<file path="config.mk">
export PLATFORM = sky130hd
export DESIGN_NAME = toy_bus_arb_node_fetch_pld_type_toybusreq
export DESIGN_NICKNAME = d
export VERILOG_FILES = /design/src/rtl/toy_bus_arb_node_fetch_pld_type_toybusreq.sv
export SDC_FILE = /design/constraint.sdc
export NUM_CORES = 1
export LEC_CHECK = 0
export BUFFER_PORTS_ARGS = -buffer_cell sky130_fd_sc_hd__buf_2
export CAP_MARGIN = 30
export CORE_AREA = 8 8 416 418
export DETAILED_ROUTE_END_ITERATION = 12
export DIE_AREA = 0 0 424 426
export PLACE_DENSITY = 0.35
export SLEW_MARGIN = 20
export SYNTH_ARGS = -nofsm -noshare
export SYNTH_HDL_FRONTEND = slang
export SYNTH_SLANG_ARGS = --single-unit
</file>
<file path="constraint.sdc">
create_clock -name clk -period 61.7 [get_ports clk]
set_clock_uncertainty 0.05 [all_clocks]
set_input_delay 12.34 -clock clk [delete_from_list [all_inputs] [get_ports clk]]
set_output_delay 12.34 -clock clk [all_outputs]
set_load 0.005 [all_outputs]
</file>
<file path="src/rtl/toy_bus_arb_node_fetch_pld_type_toybusreq.sv">
// Two-to-one round-robin merge node for the toy bus request channel.
// Requests from in0/in1 are granted round-robin and written into a
// registered 2-entry buffer; out0 always presents the buffer head, so no
// input reaches out0_* through combinational logic.
module toy_bus_arb_node_fetch_pld_type_toybusreq #(
    parameter int PRIO_INIT = 0,
    parameter int DEPTH     = 2
) (
    input  logic         clk,
    input  logic         rst,
    // input 0
    input  logic         in0_vld,
    output logic         in0_rdy,
    input  logic [31:0]  in0_addr,
    input  logic [31:0]  in0_strb,
    input  logic [255:0] in0_data,
    input  logic         in0_opcode,
    input  logic [3:0]   in0_src_id,
    input  logic [3:0]   in0_tgt_id,
    input  logic [31:0]  in0_sideband,
    // input 1
    input  logic         in1_vld,
    output logic         in1_rdy,
    input  logic [31:0]  in1_addr,
    input  logic [31:0]  in1_strb,
    input  logic [255:0] in1_data,
    input  logic         in1_opcode,
    input  logic [3:0]   in1_src_id,
    input  logic [3:0]   in1_tgt_id,
    input  logic [31:0]  in1_sideband,
    // merged output
    output logic         out0_vld,
    input  logic         out0_rdy,
    output logic [31:0]  out0_addr,
    output logic [31:0]  out0_strb,
    output logic [255:0] out0_data,
    output logic         out0_opcode,
    output logic [3:0]   out0_src_id,
    output logic [3:0]   out0_tgt_id,
    output logic [31:0]  out0_sideband
);

    localparam int PLD_W = 361;

    if (DEPTH != 2) begin : g_depth_check
        $error("toy_bus_arb_node: DEPTH must be 2 in this revision");
    end
    if (PRIO_INIT != 0 && PRIO_INIT != 1) begin : g_prio_check
        $error("toy_bus_arb_node: PRIO_INIT must be 0 or 1");
    end

    logic [PLD_W-1:0] r_mem [0:1];
    logic [1:0]       r_cnt;
    logic             r_wr_ptr;
    logic             r_rd_ptr;
    logic             r_prio;

    logic             w_full;
    logic             w_gnt0;
    logic             w_gnt1;
    logic             w_push0;
    logic             w_push1;
    logic             w_push;
    logic             w_pop;
    logic [PLD_W-1:0] w_pld0;
    logic [PLD_W-1:0] w_pld1;
    logic [PLD_W-1:0] w_push_pld;
    logic [PLD_W-1:0] w_head;

    assign w_full = (r_cnt == 2'd2);

    // Round-robin grant: a lone requester wins, a tie goes to r_prio.
    assign w_gnt0 = in0_vld && (!in1_vld || (r_prio == 1'b0));
    assign w_gnt1 = in1_vld && (!in0_vld || (r_prio == 1'b1));

    assign in0_rdy = !rst && !w_full && w_gnt0;
    assign in1_rdy = !rst && !w_full && w_gnt1;

    assign w_push0 = in0_vld && in0_rdy;
    assign w_push1 = in1_vld && in1_rdy;
    assign w_push  = w_push0 || w_push1;
    assign w_pop   = out0_vld && out0_rdy;

    assign w_pld0 = {in0_addr, in0_strb, in0_data, in0_opcode,
                     in0_src_id, in0_tgt_id, in0_sideband};
    assign w_pld1 = {in1_addr, in1_strb, in1_data, in1_opcode,
                     in1_src_id, in1_tgt_id, in1_sideband};
    assign w_push_pld = w_push1 ? w_pld1 : w_pld0;

    // Head entry drives the output; valid is masked during reset so stale
    // entries are never presented.
    assign w_head   = r_mem[r_rd_ptr];
    assign out0_vld = !rst && (r_cnt != 2'd0);
    assign {out0_addr, out0_strb, out0_data, out0_opcode,
            out0_src_id, out0_tgt_id, out0_sideband} = w_head;

    // Payload storage: written on push only.
    // NOTE: the payload array has no reset; the pointers and counter alone
    // decide what is valid, so resetting 722 flops would buy nothing.
    always_ff @(posedge clk) begin
        if (w_push) begin
            r_mem[r_wr_ptr] <= w_push_pld;
        end
    end

    // Control state: pointers, occupancy and round-robin priority.
    // NOTE: sequential state uses non-blocking assignments so every register
    // samples pre-edge values regardless of statement order.
    always_ff @(posedge clk) begin
        if (rst) begin
            r_cnt    <= 2'd0;
            r_wr_ptr <= 1'b0;
            r_rd_ptr <= 1'b0;
            r_prio   <= 1'(PRIO_INIT);
        end else begin
            if (w_push) begin
                r_wr_ptr <= ~r_wr_ptr;
                r_prio   <= w_push0 ? 1'b1 : 1'b0;
            end
            if (w_pop) begin
                r_rd_ptr <= ~r_rd_ptr;
            end
            case ({w_push, w_pop})
                2'b10:   r_cnt <= r_cnt + 2'd1;
                2'b01:   r_cnt <= r_cnt - 2'd1;
                default: r_cnt <= r_cnt;
            endcase
        end
    end

endmodule

</file>
# Word level (Yosys, flattened, before mapping)
# Memory sizes are Yosys's and may differ from the RTL's. A register that Yosys moved wholly into a read port is not among the register bits.
# Cells that the tools add are included.
[totals]
reg_bits = 5
input_bits = 727
output_inout_bits = 364
n_memories = 1
ram_bits = 722
[op_classes]
n_mux = 7
add_sub_neg = 2
n_reduce_logical = 18
n_eq_ne = 3
bitwise = 3
[mem_list]
columns = ["name", "depth", "word_bits", "read_ports", "rd_ports_with_merged_regs", "wr", "line", "rtl"]
rows = [
  ["r_mem", 2, 361, 1, 1, 1, "52", "logic [PLD_W-1:0] r_mem [0:1];"],
]
[ops]
columns = ["operator", "count"]
rows = [
  ["361-bit two-way mux", 1],
  ["1-bit logical AND", 9],
  ["1-bit two-way mux", 5],
  ["2-bit == test (second input constant)", 2],
  ["1-bit logical NOT", 4],
  ["2-bit one-hot mux with 2 select lines", 1],
  ["2-bit nonzero test", 2],
  ["1-bit logical OR", 3],
  ["1-bit inverter", 3],
  ["2-bit by 1-bit adder with 2-bit output (second input constant)", 1],
  ["2-bit by 1-bit == test with 1-bit output (second input constant)", 1],
  ["2-bit by 1-bit subtractor with 2-bit output (second input constant)", 1],
]

# Longest topological paths before layout
# Gate-level depths: netlist of run 1.
[depth]
word_depth = 8
mapped_depth = 7
ltp_nobuf = 6

# Least setup slack after synthesis of run 1
# Ideal clock, no wire load.
[synth_timing]
path_kind = "input to register"
from = "in rst"
to = "mem r_mem[0][0], enable pin"
setup_time_ps = 1092
setup_slack_ps = 32841
t_arrival_ps = 27716
stages = 2
path_cell_list = "or3_1 nor2_1"
[synth_between]
elab_chain_cells = 7
word_cells_on_any_way = 9
classes_between = "mux (2); reduce/logical (7)"
[synth_rtl]
columns = ["element", "line", "rtl"]
rows = [
  ["from (decl)", "10", "input logic rst,"],
  ["1-bit logical NOT *", "76, 77", ""],
  ["1-bit logical AND *", "76, 77", ""],
  ["1-bit logical AND, on equally long branches", "76, 77", ""],
  ["1-bit logical AND, on equally long branches", "79, 80", ""],
  ["1-bit logical OR *", "81", "assign w_push = w_push0 || w_push1;"],
  ["1-bit two-way mux *", "101", "if (w_push) begin"],
  ["1-bit two-way mux (implied by the code) *", "102", "r_mem[r_wr_ptr] <= w_push_pld;"],
  ["to (decl)", "52", ""],
]
# Every way passes the cells marked *; elsewhere a longest branch is shown, timed or not.

# Worst setup path after layout of run 1
[layout_timing]
from = "in in0_vld"
to = "out in1_rdy"
[layout_between]
elab_chain_cells = 4
[layout_rtl]
columns = ["element", "line", "rtl"]
rows = [
  ["from (decl)", "12", "input logic in0_vld,"],
  ["1-bit logical NOT", "74", "assign w_gnt1 = in1_vld && (!in0_vld || (r_prio == 1'b1));"],
  ["1-bit logical OR", "74", ""],
  ["1-bit logical AND", "74", ""],
  ["1-bit logical AND", "77", "assign in1_rdy = !rst && !w_full && w_gnt1;"],
  ["to (decl)", "23", "output logic in1_rdy,"],
]
# No other way between the ends.

==> results of run 1 <==
==> stage by stage <==
stage                     hold slack (ns)  std cells  setup WS [ns]
after detailed placement            0.412       4795          35.68
final                               0.426       4963          35.68
after global placement              0.399       4795          35.68
after floorplan                     0.387       1561          32.84
after global routing                0.450       4961          35.60
after CTS                           0.424       4956          35.69
==> metal layers <==
metal / part of all wire [%] / global-route usage [%] / up-vias
li1: - / - / 8432
met1: 37 / 12.2 / 9417
met2: 54 / 20.7 / 643
met3: 6.8 / 3.47 / 122
met4: 2.2 / 2.72 / 0
met5: 0 / 0 / -
==> report_power, final <==
group | internal, mW | switching, mW
logic | 0.121 | 0.140
clock network | 0.302 | 0.203
registers | 0.602 | 0.0113
total | 1.03 | 0.354
==> worst paths after layout <==
path | from | slack [ns] | end | cells past startpoint
worst max-delay path | in0_vld | 35.68 | in1_rdy | 5
worst max register to register | r_cnt[0]$_SDFFE_PP0P_ | 56.94 | r_mem[0][112]$_DFFE_PP_ | 6
worst min register to register | r_rd_ptr$_SDFFE_PP0P_ | 0.43 | r_rd_ptr$_SDFFE_PP0P_ | 1
worst min-delay path | r_rd_ptr$_SDFFE_PP0P_ | 0.43 | r_rd_ptr$_SDFFE_PP0P_ | 1
==> logic make-up after synthesis <==
family,synth area share (%)
flip-flops,70.8
multiplexers,27.3
buffers and inverters,1.37
AND/OR/NAND/NOR,0.260
AO/OA/AOI/OAI,0.138
XOR/XNOR,0.0569
adder cells (fa/ha/maj),0.0406
==> layout make-up <==
type	count	area (µm²)	area share, %
sequential	728	21800	52.3
multi-input combinational	748	8580	20.6
timing repair buffer	1114	5690	13.6
tap	2204	2760	6.62
clock buffer	104	2280	5.48
clock inverter	57	553	1.33
antenna	5	12.5	0.0300
inverter	3	11.3	0.0270
==> state kept, by name, summed over array words and instances, names as in the netlist, named ones only <==
register	cells
r_mem	722
r_rd_ptr	1
r_prio	1
r_cnt	2
r_wr_ptr	1
==> worst reg2reg max path, delay by kind of cell (launching register included) <==
kind                   cells  cell delay, ns
buffers and inverters      3            2.53
and+or+nand+nor            3            1.29
DFF                        1            0.40
==> layout by cell type (no fill, tap or decap), drive strengths merged, types with 3 or more instances in the layout <==
cell type / count
bufinv: 9
nor2b: 3
diode: 5
clkbuf: 104
clkinvlp: 4
inv: 5
clkinv: 42
mux2: 722
dfxtp: 6
edfxtp: 722
nor2: 5
buf: 1114
==> results summary, run 1 <==
The run finished with clean final reports. The count of pins over their slew limit is 0. The tree is rooted in a sky130_fd_sc_hd__clkbuf_16.

The final-layout fill cell count is 17,400. The number of gates resized after cts came out at 0. The wire length per cell came out at 21.8 µm. The total number of yosys warnings is 0. The endpoint class of the critical path is an output port. The overall power came out at 1.38 mW. The post-route netlist has 71.2% of its cells at a drive strength greater than 1. In this run the static leakage power is 15.8 nW.

The final critical path takes up 42.2% of the cycle. From bottom edge to top edge, the die measures 426 µm. The slowest stage of the critical path belongs to the cell sky130_fd_sc_hd__or4b_4. The mapped netlist covers 30,800 µm². Timing would allow up to 38.4 MHz. The number of buffers added on ports came out at 1,090.

The average vias per placed instance came out at 3.75. The cell that appears most often on the critical path is sky130_fd_sc_hd__buf_2. The initial core utilization came out at 18.5%. The setup fix buffers added after clock tree synthesis is 0.

The synthesized area divided by synthesized cell count is 19.7 µm². Summed over all instances, the cell type with the most area after synthesis is sky130_fd_sc_hd__edfxtp_1. Adding up every negative setup slack in the final design gives 0 ns.

The first global-routing pass estimated 146,000 µm of wire. The maximum level of the CTS H-tree is 3. The largest vdd supply drop came out at 20.6 µV.

The width of the die came out at 424 µm. The number of maximum-capacitance constraint violations came out at 0. The iteration count of the initial detailed-routing pass is 5.

The number of global-route vias before repair came out at 20,100. The final critical path time including I/O delays and setup is 26.02 ns. By count the netlist is led by 722 x sky130_fd_sc_hd__edfxtp_1, 654 x sky130_fd_sc_hd__mux2_2, 68 x sky130_fd_sc_hd__mux2_4, 42 x sky130_fd_sc_hd__clkbuf_1, 29 x sky130_fd_sc_hd__buf_2. The final net count is 3,412.

Setup repair after global routing left no endpoint under its margin. The synthesized netlist net count came out at 2,289. In the routed design, unresolved DRC markers number 0. For this run, the register share of the synthesized area comes to 70.8%. STA classifies the critical path startpoint as a primary input. The number of enable flip-flop cells after synthesis came out at 722. The number of instances in the synthesized netlist came out at 1,561.

Walking the worst path, the cells encountered are buf_2, nor2b_1, or4b_4, inv_1, buf_2. The highest fanout seen on the critical path came out at 37. The cell row count came out at 150. Measured against its own limit, the worst slew margin works out to 35.0%. At the worst endpoint, the required time is 49.31 ns. The arrival time of data at the critical path endpoint came out at 13.63 ns. For the worst-skew pair, the clock arrives at the later sink with an insertion delay of 0.65 ns. The maximum single-stage delay on the critical path came out at 0.78 ns.

The maximum number of pins on one net before global-route repair is 123. The tree built by TritonCTS fans out to 728 sinks. The worst hold path belongs to the class flop to flop.

The routed layout has 18,600 vias. The number of synthesized register bits came out at 728. The design area came out at 41,700 µm². The leftover overflow at the end of global routing is 0. The longest clock path from root to sink contains 3 buffers. The count of endpoints failing hold in the final timing report was 0.

In this run the biggest area consumer among cell types represents 70.4% of the synthesized area. The clock-pin slew on the worst setup and hold paths is 0.06 ns. The number of unique standard cell types used by synthesis is 25. The most common flop cell mapped by yosys is sky130_fd_sc_hd__edfxtp_1. The HPWL after detailed placement came out at 83,000 µm. The floorplan die area came out at 181,000 µm². The weighted congestion reported at the end of routability-driven placement is 0.947.

The power density of the placed cells came out at 33.1 nW/µm². The count of nets left with antenna violations once routing finished came out at 0. The fraction of registers with async set or reset after synthesis is 0%. The placed instances occupy a cell area of 38,800 µm².

TritonCTS built the clock tree. Setup violations remaining at the end of the flow were counted as 0. In this run, CTS created clock tree buffers numbering 89. The number of buffer and inverter instances along the worst setup path is 3. The slew of the pin with the lowest slew margin came out at 0.975 ns. The most common cell in the synthesized netlist is sky130_fd_sc_hd__edfxtp_1. The number of antenna violations at the first check in global routing came out at 12. The initial detailed-routing violation count came out at 815.

The aggregate global-route resource usage is 11.1%. The critical path in this run is classified as primary input to output port. The layout overhead on the synthesized area is 35.4%.

1,091 I/O pins were placed. The total of hold buffers inserted after clock tree synthesis came out at 0. The end-of-flow core utilization is 25.1%. Sorting the synthesized cells by area gives the leading types as sky130_fd_sc_hd__edfxtp_1 70%, sky130_fd_sc_hd__mux2_2 24%, sky130_fd_sc_hd__mux2_4 3.3%. In this design, the largest share of critical-path delay is due to simple AND/OR/NAND/NOR gates.

The final layout contains routed wiring with a total length of 108,000 µm. After floorplanning, the core was sized to cover 166,000 µm².
Power figures use the tool's default switching activity.
==> inputs of run 2 (changes only) <==
--- a/config.mk
+++ b/config.mk
@@ -5,11 +5,12 @@
 export SDC_FILE = /design/constraint.sdc
 export NUM_CORES = 1
 export LEC_CHECK = 0
+export ABC_AREA = 1
 export BUFFER_PORTS_ARGS = -buffer_cell sky130_fd_sc_hd__buf_2
 export CAP_MARGIN = 30
-export CORE_AREA = 8 8 416 418
+export CORE_AREA = 8 8 421 423
 export DETAILED_ROUTE_END_ITERATION = 12
-export DIE_AREA = 0 0 424 426
+export DIE_AREA = 0 0 429 431
 export PLACE_DENSITY = 0.35
 export SLEW_MARGIN = 20
 export SYNTH_ARGS = -nofsm -noshare
==> constraint.sdc (replaced) <==
create_clock -name clk -period 27.3 [get_ports clk]
set_clock_uncertainty 0.05 [all_clocks]
set_input_delay 5.46 -clock clk [delete_from_list [all_inputs] [get_ports clk]]
set_output_delay 5.46 -clock clk [all_outputs]
set_load 0.005 [all_outputs]
==> results summary, run 2 <==
The flow ran to the end, and the final reports show no timing, DRC or antenna violations. The worst setup path is captured at an output port. At the pin with the least slew margin, the transition time is 1.04 ns. The data required time of the worst path is 21.79 ns. The top cell type by area accounts for 69.8% of the synthesized area. TritonCTS built the clock tree. The number of antenna-violating nets in the routed design is 0.

The leftover overflow at the end of global routing is 0. The number of antenna violations at the first check in global routing came out at 9. By area the synthesized netlist is led by sky130_fd_sc_hd__edfxtp_1 70%, sky130_fd_sc_hd__nand2_1 13%, sky130_fd_sc_hd__mux2_2 13%. The area after detailed placement is 38,600 µm². The critical path is of the primary input to output port type. The number of synthesized register bits came out at 728. The power density of the placed cells came out at 71.8 nW/µm². The setup fix buffers added after clock tree synthesis came out at 0. The initial detailed-routing violation count came out at 1,273. Clock-pin slew was measured on the worst setup and hold paths at 0.05 ns. The sequential-to-total area share from yosys stat is 70.2%. The synthesized area divided by synthesized cell count is 13.3 µm². The maximum single-stage delay on the critical path came out at 0.22 ns. The path class of the tightest hold or removal check is flop to flop. More flip-flops sit in one register than any other, and that register is r_mem. Hold is met by 0.476 ns. In the final routed layout, each cell accounts on average for 21.1 µm.

The final-layout fill cell count came out at 18,300. The clock network latency to the later pin of the worst-skew pair is 0.68 ns. Setup repair after global routing left no endpoint under its margin.

The cell row count came out at 152. Summed over all instances, the cell type with the most area after synthesis is sky130_fd_sc_hd__edfxtp_1. The number of global-route vias before repair was 22,300. Port buffering added 1,090 buffers. The achievable frequency came out at 84.5 MHz. In this run the worst path has a maximum fanout of 5.

The detailed router placed 21,500 vias in this run. Summed over all layers, the routed wires come to 121,000 µm. The number of maximum-capacitance constraint violations came out at 0. For the finished layout, the period the worst path requires is 11.83 ns. From bottom edge to top edge, the die measures 431 µm. For this design, the slowest cell found on the critical path is sky130_fd_sc_hd__buf_2. The share of final-layout standard cells stronger than drive strength 1 is 46.2%. The final net count is 4,154.

For the final routed database, the setup TNS stands at 0 ns. The maximum number of pins on one net before global-route repair is 171. The arrival time of data at the critical path endpoint came out at 6.32 ns. The most common flop cell mapped by yosys is sky130_fd_sc_hd__edfxtp_1.

The total of hold buffers inserted after clock tree synthesis came out at 0. The area of all sequential standard cells came out at 21,800 µm². The first global-routing pass estimated 166,000 µm of wire. Leaving out fill and tap cells, the most frequent cell in the layout is sky130_fd_sc_hd__nand2_1.

Once the floorplan was initialized, standard cells occupied 18.2% of the core. The tree is rooted in a sky130_fd_sc_hd__clkbuf_16. The count of pins over their slew limit is 0. The total area inside the core boundary comes to 171,000 µm². Traced cell by cell, the critical path runs through buf_2, inv_2, nand2_2, nor2_1, buf_2. The number of enable flip-flop cells after synthesis is 722. Yosys instantiated no cell more often than sky130_fd_sc_hd__nand2_1. During I/O placement, the number of pins put on the boundary was 1,091. The cell area after synthesis came out at 31,100 µm². The total number of yosys warnings is 0. The library cells used most frequently in the layout, excluding fill and tap cells, are 1,096 x sky130_fd_sc_hd__nand2_1, 1,090 x sky130_fd_sc_hd__buf_2, 722 x sky130_fd_sc_hd__edfxtp_1. Across every metal layer, demand over resource in global routing totals 12.3%. The most numerous cell type found on the critical path is sky130_fd_sc_hd__buf_2. The area of combinational cells with multiple inputs is 8320 µm². In the routed design, unresolved DRC markers number 0. The HPWL after detailed placement came out at 92,100 µm. The number of gates resized after cts came out at 0.

The congestion estimate from routability-driven global placement came to 0.873. The average vias per placed instance is 3.74. The design area came out at 41,600 µm². When the netlist entered floorplanning its net count stood at 3,064. The number of instances in the synthesized netlist came out at 2,336. Compared with the post-synthesis result, the final layout area differs by 33.8%. STA classifies the critical path startpoint as a primary input. The iteration count of the initial detailed-routing pass is 5. The number of setup violations in the final report came out at 0. The analysis attributes to cell leakage a power of 17.1 nW. The die covers 185,000 µm².

The largest registers in the layout are r_mem x722, r_cnt x2. The clock passes through at most 3 buffers. The count of endpoints failing hold in the final timing report is 0. Counting instances in the post-synthesis netlist gives the leading cell types as 1,097 x sky130_fd_sc_hd__nand2_1, 722 x sky130_fd_sc_hd__edfxtp_1, 361 x sky130_fd_sc_hd__mux2_2, 50 x sky130_fd_sc_hd__buf_4, 33 x sky130_fd_sc_hd__buf_6. IR analysis of the VDD net gives a maximum drop of 40.0 µV. The total number of clock tree sinks is 728.

Dividing the final minimum period by the clock period gives 43.3%. The total CTS buffers came out at 92. The fraction of registers with async set or reset after synthesis is 0%. The number of flip-flops in the largest register is 722. Counting distinct cell types in the post-synthesis netlist gives 19.

The worst max-slew margin expressed relative to the limit came out at 31.0%. The width of the die came out at 429 µm. CTS built an H-tree with a depth of 3.
run 2: changes by cell type after synthesis, sizes merged, moves of 5 or more:
cell    before   now
nor2         5    10
buf         40   113
inv          3     9
nand2        2  1099
clkbuf      42     7
mux2       722   361
run 2: stage by stage:
| stage | util [%] | power, mW | setup WS, ns | cells |
|---|---|---|---|---|
| 4_1_cts | 24.4 | 3.06 | 15.50 | 5734 |
| 2_1_floorplan | - | 1.65 | 5.25 | 2336 |
| 5_1_grt | 24.4 | 3.13 | 15.48 | 5737 |
| 3_5_place_dp | 22.7 | 1.86 | 15.50 | 5565 |
| 3_3_place_gp | 22.7 | 1.86 | 15.51 | 5565 |
| 6_report | 24.4 | 2.98 | 15.47 | 5740 |
run 2: cells by family after synthesis:
logic type / synth area share, %
flops: 70.2
compound gates: 0.125
buf+inv: 3.08
mux: 13.1
simple gates: 13.5
fa+ha+maj: 0.0403
run 2: final cells by class:
cell class	instances	area share (%)
timing repair buffer	1116	13.7
tap	2233	6.72
antenna	6	0.0361
clock buffer	126	5.99
inverter	9	0.0813
sequential	728	52.5
clock inverter	43	1.01
multi-input combinational	1479	20.0
run 2: routing by layer:
layer  GRT usage [%]  vias to the layer above  share of wire (%)
met1            13.7                    10400                 38
met4            3.97                        2                2.7
li1                -                    10300                  -
met2            22.3                      713                 52
met3            4.01                      140                7.4
met5               0                        -             0.0074
run 2: critical path: cells and delay by family:
family	cells	cell delay, ns
simple gates	2	0.33
buf+inv	3	0.52
run 2: where the power goes:
part | switching (mW) | internal, mW
sequential | 0.0182 | 1.35
combinational | 0.280 | 0.174
clock | 0.488 | 0.674
total | 0.787 | 2.20
run 2: path summary, 6_finish.rpt:
path / start / to / slack [ns] / cells after the start
max reg2reg: r_cnt[0]$_SDFFE_PP0P_ / r_mem[1][196]$_DFFE_PP_ / 23.04 / 9
min reg2reg: r_rd_ptr$_SDFFE_PP0P_ / r_rd_ptr$_SDFFE_PP0P_ / 0.48 / 3
max: rst / in0_rdy / 15.47 / 5
min: r_rd_ptr$_SDFFE_PP0P_ / r_rd_ptr$_SDFFE_PP0P_ / 0.48 / 3
==> inputs of run 3 (changes only) <==
--- a/config.mk
+++ b/config.mk
@@ -5,13 +5,13 @@
 export SDC_FILE = /design/constraint.sdc
 export NUM_CORES = 1
 export LEC_CHECK = 0
-export ABC_AREA = 1
+export ABC_AREA = 0
 export BUFFER_PORTS_ARGS = -buffer_cell sky130_fd_sc_hd__buf_2
 export CAP_MARGIN = 30
-export CORE_AREA = 8 8 421 423
+export CORE_AREA = 8 8 417 419
 export DETAILED_ROUTE_END_ITERATION = 12
-export DIE_AREA = 0 0 429 431
-export PLACE_DENSITY = 0.35
+export DIE_AREA = 0 0 425 427
+export PLACE_DENSITY = 0.36
 export SLEW_MARGIN = 20
 export SYNTH_ARGS = -nofsm -noshare
 export SYNTH_HDL_FRONTEND = slang
==> constraint.sdc (replaced) <==
create_clock -name clk -period 10.3 [get_ports clk]
set_clock_uncertainty 0.05 [all_clocks]
set_input_delay 2.06 -clock clk [delete_from_list [all_inputs] [get_ports clk]]
set_output_delay 2.06 -clock clk [all_outputs]
set_load 0.005 [all_outputs]
==> results summary, run 3 (same netlist as run 1, synthesis figures left out) <==
The initial detailed-routing violation count is 852. The number of global-route vias before repair is 19,500. The number of antenna-violating nets in the routed design came out at 0.

The buffer cell driving the clock tree root is sky130_fd_sc_hd__clkbuf_16. The worst setup path is launched from a flop. VDD sags by at most 108 µV. The data required time of the worst path came out at 8.19 ns. The most frequent standard cell in the layout excluding fill and tap cells is sky130_fd_sc_hd__buf_2.

The flow ran to the end, and the final reports show no timing, DRC or antenna violations. The final period utilization is 54.3%. The aggregate global-route resource usage is 11.8%.

Timing would allow up to 179 MHz. The number of maximum-capacitance constraint violations came out at 0. The sum of negative setup slack came out at 0 ns. The area after detailed placement came out at 38,900 µm².

The register with the most flip-flops in the layout has 722 of them. The endpoint identified for the worst register-to-register timing path is r_mem[0][179]$_DFFE_PP_. The floorplan step set the die width to 425 µm.

The layout overhead on the synthesized area came out at 35.6%. The placed instance count is 4,806. The worst path in the final design needs a cycle of 5.59 ns, including I/O delays and setup. In the routed layout, each cell is associated on average with a via count of 3.71. The cell row count is 151.

In this run the most critical hold path is launched from r_rd_ptr$_SDFFE_PP0P_. In the routed design, unresolved DRC markers number 0. Routability-driven placement finished with a final weighted congestion of 0.789. The detailed-route via count is 18,500. The maximum count of clock buffers along a single path came out at 3. The aggregate routed wire length came out at 115,000 µm. Data on the critical path arrives at its endpoint at 3.48 ns. The count of endpoints failing hold in the final timing report came to 0.

Leaving out fill and tap cells, the most frequent cells in the layout are 1,090 x sky130_fd_sc_hd__buf_2, 722 x sky130_fd_sc_hd__edfxtp_1, 654 x sky130_fd_sc_hd__mux2_2. The H-tree generated during clock tree synthesis spans 3 levels. The largest registers in the layout are r_mem x722, r_cnt x2. The iteration count of the initial detailed-routing pass is 4. After clock tree synthesis, the repair step resized 0 gates.

The static leakage is 15.8 nW. In this run the critical register-to-register path is launched from r_cnt[1]$_SDFFE_PP0P_. The clock network latency to the later pin of the worst-skew pair came out at 0.66 ns. The area of all sequential standard cells came out at 21,800 µm². The total number of clock tree sinks is 728. Entering global routing, the biggest net connects 122 pins. The hold path endpoint is r_rd_ptr$_SDFFE_PP0P_. The register with the most flip-flops in the final layout is r_mem. In the final layout, the multi-input gates occupy 8580 µm².

The minimum hold slack came out at 0.414 ns. Detailed placement finished with a half-perimeter wire length of 86,800 µm. The number of clock buffers added by TritonCTS is 91.

The worst pin sits at a relative slew slack of 32.9%. Setup slack on the worst reg-to-reg path comes out at 6.13 ns. At the end of the flow, the number of nets in the layout was 3,409.

The setup slack after placement is 4.58 ns. The core area is 168,000 µm². Setup repair after global routing left no endpoint under its margin. TritonCTS built the clock tree. STA classifies the critical path endpoint as an output port. The number of buffers added on ports came out at 1,090. Cells with a size suffix above 1 make up 71.1% of the layout. The post-route non-filler standard cell count came out at 4,984.

For this configuration, the core starts out at a cell density of 18.3%. The floorplan die area is 181,000 µm². After clock tree synthesis, the clock-pin slew on the worst setup and hold paths is 0.06 ns. After filler insertion, the fill cell instance count of the layout stands at 17,500. The number of antenna violations at the first check in global routing is 49.

Setup violations remaining at the end of the flow were counted as 0. The global-route wire length before repair is 153,000 µm. Counting instances, the worst hold path has a depth of 1. In this run the post-CTS setup repair buffer count came out at 0. The class of the most critical hold timing path is flop to flop. Power spread over the standard cell area amounts to 198 nW/µm². The design area came out at 41,700 µm². In the final routed layout, each cell accounts on average for 23.1 µm.

The count of pins over their slew limit is 0. The total of hold buffers inserted after clock tree synthesis is 0. At the pin with the least slew margin, the transition time is 1.01 ns. The number of cells on the worst reg-to-reg path is 6. The die is 427 µm tall. The worst-case setup margin in the final layout came out at 4.71 ns. Along the worst path, the maximum fanout reaches 107. During I/O placement, the number of pins put on the boundary was 1,091. The classification of the worst setup path is flop to output port. The leftover overflow at the end of global routing is 0.
run 3: changes by cell type in the layout (fill, tap and decap cells not counted), sizes merged, moves of 2 or more:
cell | previous run | this run
nor2 | 10 | 5
mux2i | 0 | 2
mux2 | 361 | 722
inv | 15 | 4
a21oi | 4 | 1
diode | 6 | 15
buf | 1116 | 1109
nor2b | 0 | 3
nand2 | 1099 | 2
or3 | 0 | 2
clkbuf | 126 | 117
clkinv | 31 | 38
run 3: worst max-delay path, stage by stage, from the launching register on:
cell and delay [ns]:
sky130_fd_sc_hd__dfxtp_4 0.77, sky130_fd_sc_hd__buf_12 0.41, sky130_fd_sc_hd__buf_4 0.54, sky130_fd_sc_hd__mux2_2 0.50
sky130_fd_sc_hd__buf_2 0.17
run 3: final cells by class:
class / count / share of cell area (%)
flip-flops and latches: 728 / 52.2
repair buffers: 1109 / 13.7
clock inverters: 46 / 0.926
clock buffers: 117 / 5.84
diodes: 15 / 0.0899
inverters: 3 / 0.0270
multi-input cells: 748 / 20.5
well taps: 2218 / 6.65
run 3: metal layers:
metal	part of all wire, %	up-vias	GRT usage, %
met5	0	-	0
met4	2.8	0	3.59
met3	6.6	194	3.77
met2	52	650	21.3
met1	38	9208	13.2
li1	-	8445	-
run 3: worst max-delay path by stage:
stage	cells past startpoint	endpoint	slack [ns]	start
detailed placement	7	r_mem[0][105]$_DFFE_PP_	4.58	in0_vld
global placement	7	r_mem[0][105]$_DFFE_PP_	4.58	in0_vld
CTS	4	out0_data[69]	4.57	flop
floorplan	2	r_mem[0][0]$_DFFE_PP_	-2.17	rst
global route	4	out0_data[69]	4.49	flop
finish	4	out0_data[69]	4.71	flop
run 3: metrics by stage:
stage | utilization, % | power [mW]
after floorplan | - | 4.59
after global routing | 24.9 | 8.64
after global placement | 23.2 | 5.38
after CTS | 24.9 | 8.47
after detailed placement | 23.2 | 5.37
final | 24.9 | 8.26
run 3: power by group:
group          switching, mW  total [mW]  internal, mW  leakage [nW]
registers             0.0628        3.67          3.60          6.74
clock network           1.26        3.01          1.75          1.36
logic                  0.849        1.58         0.729          7.66
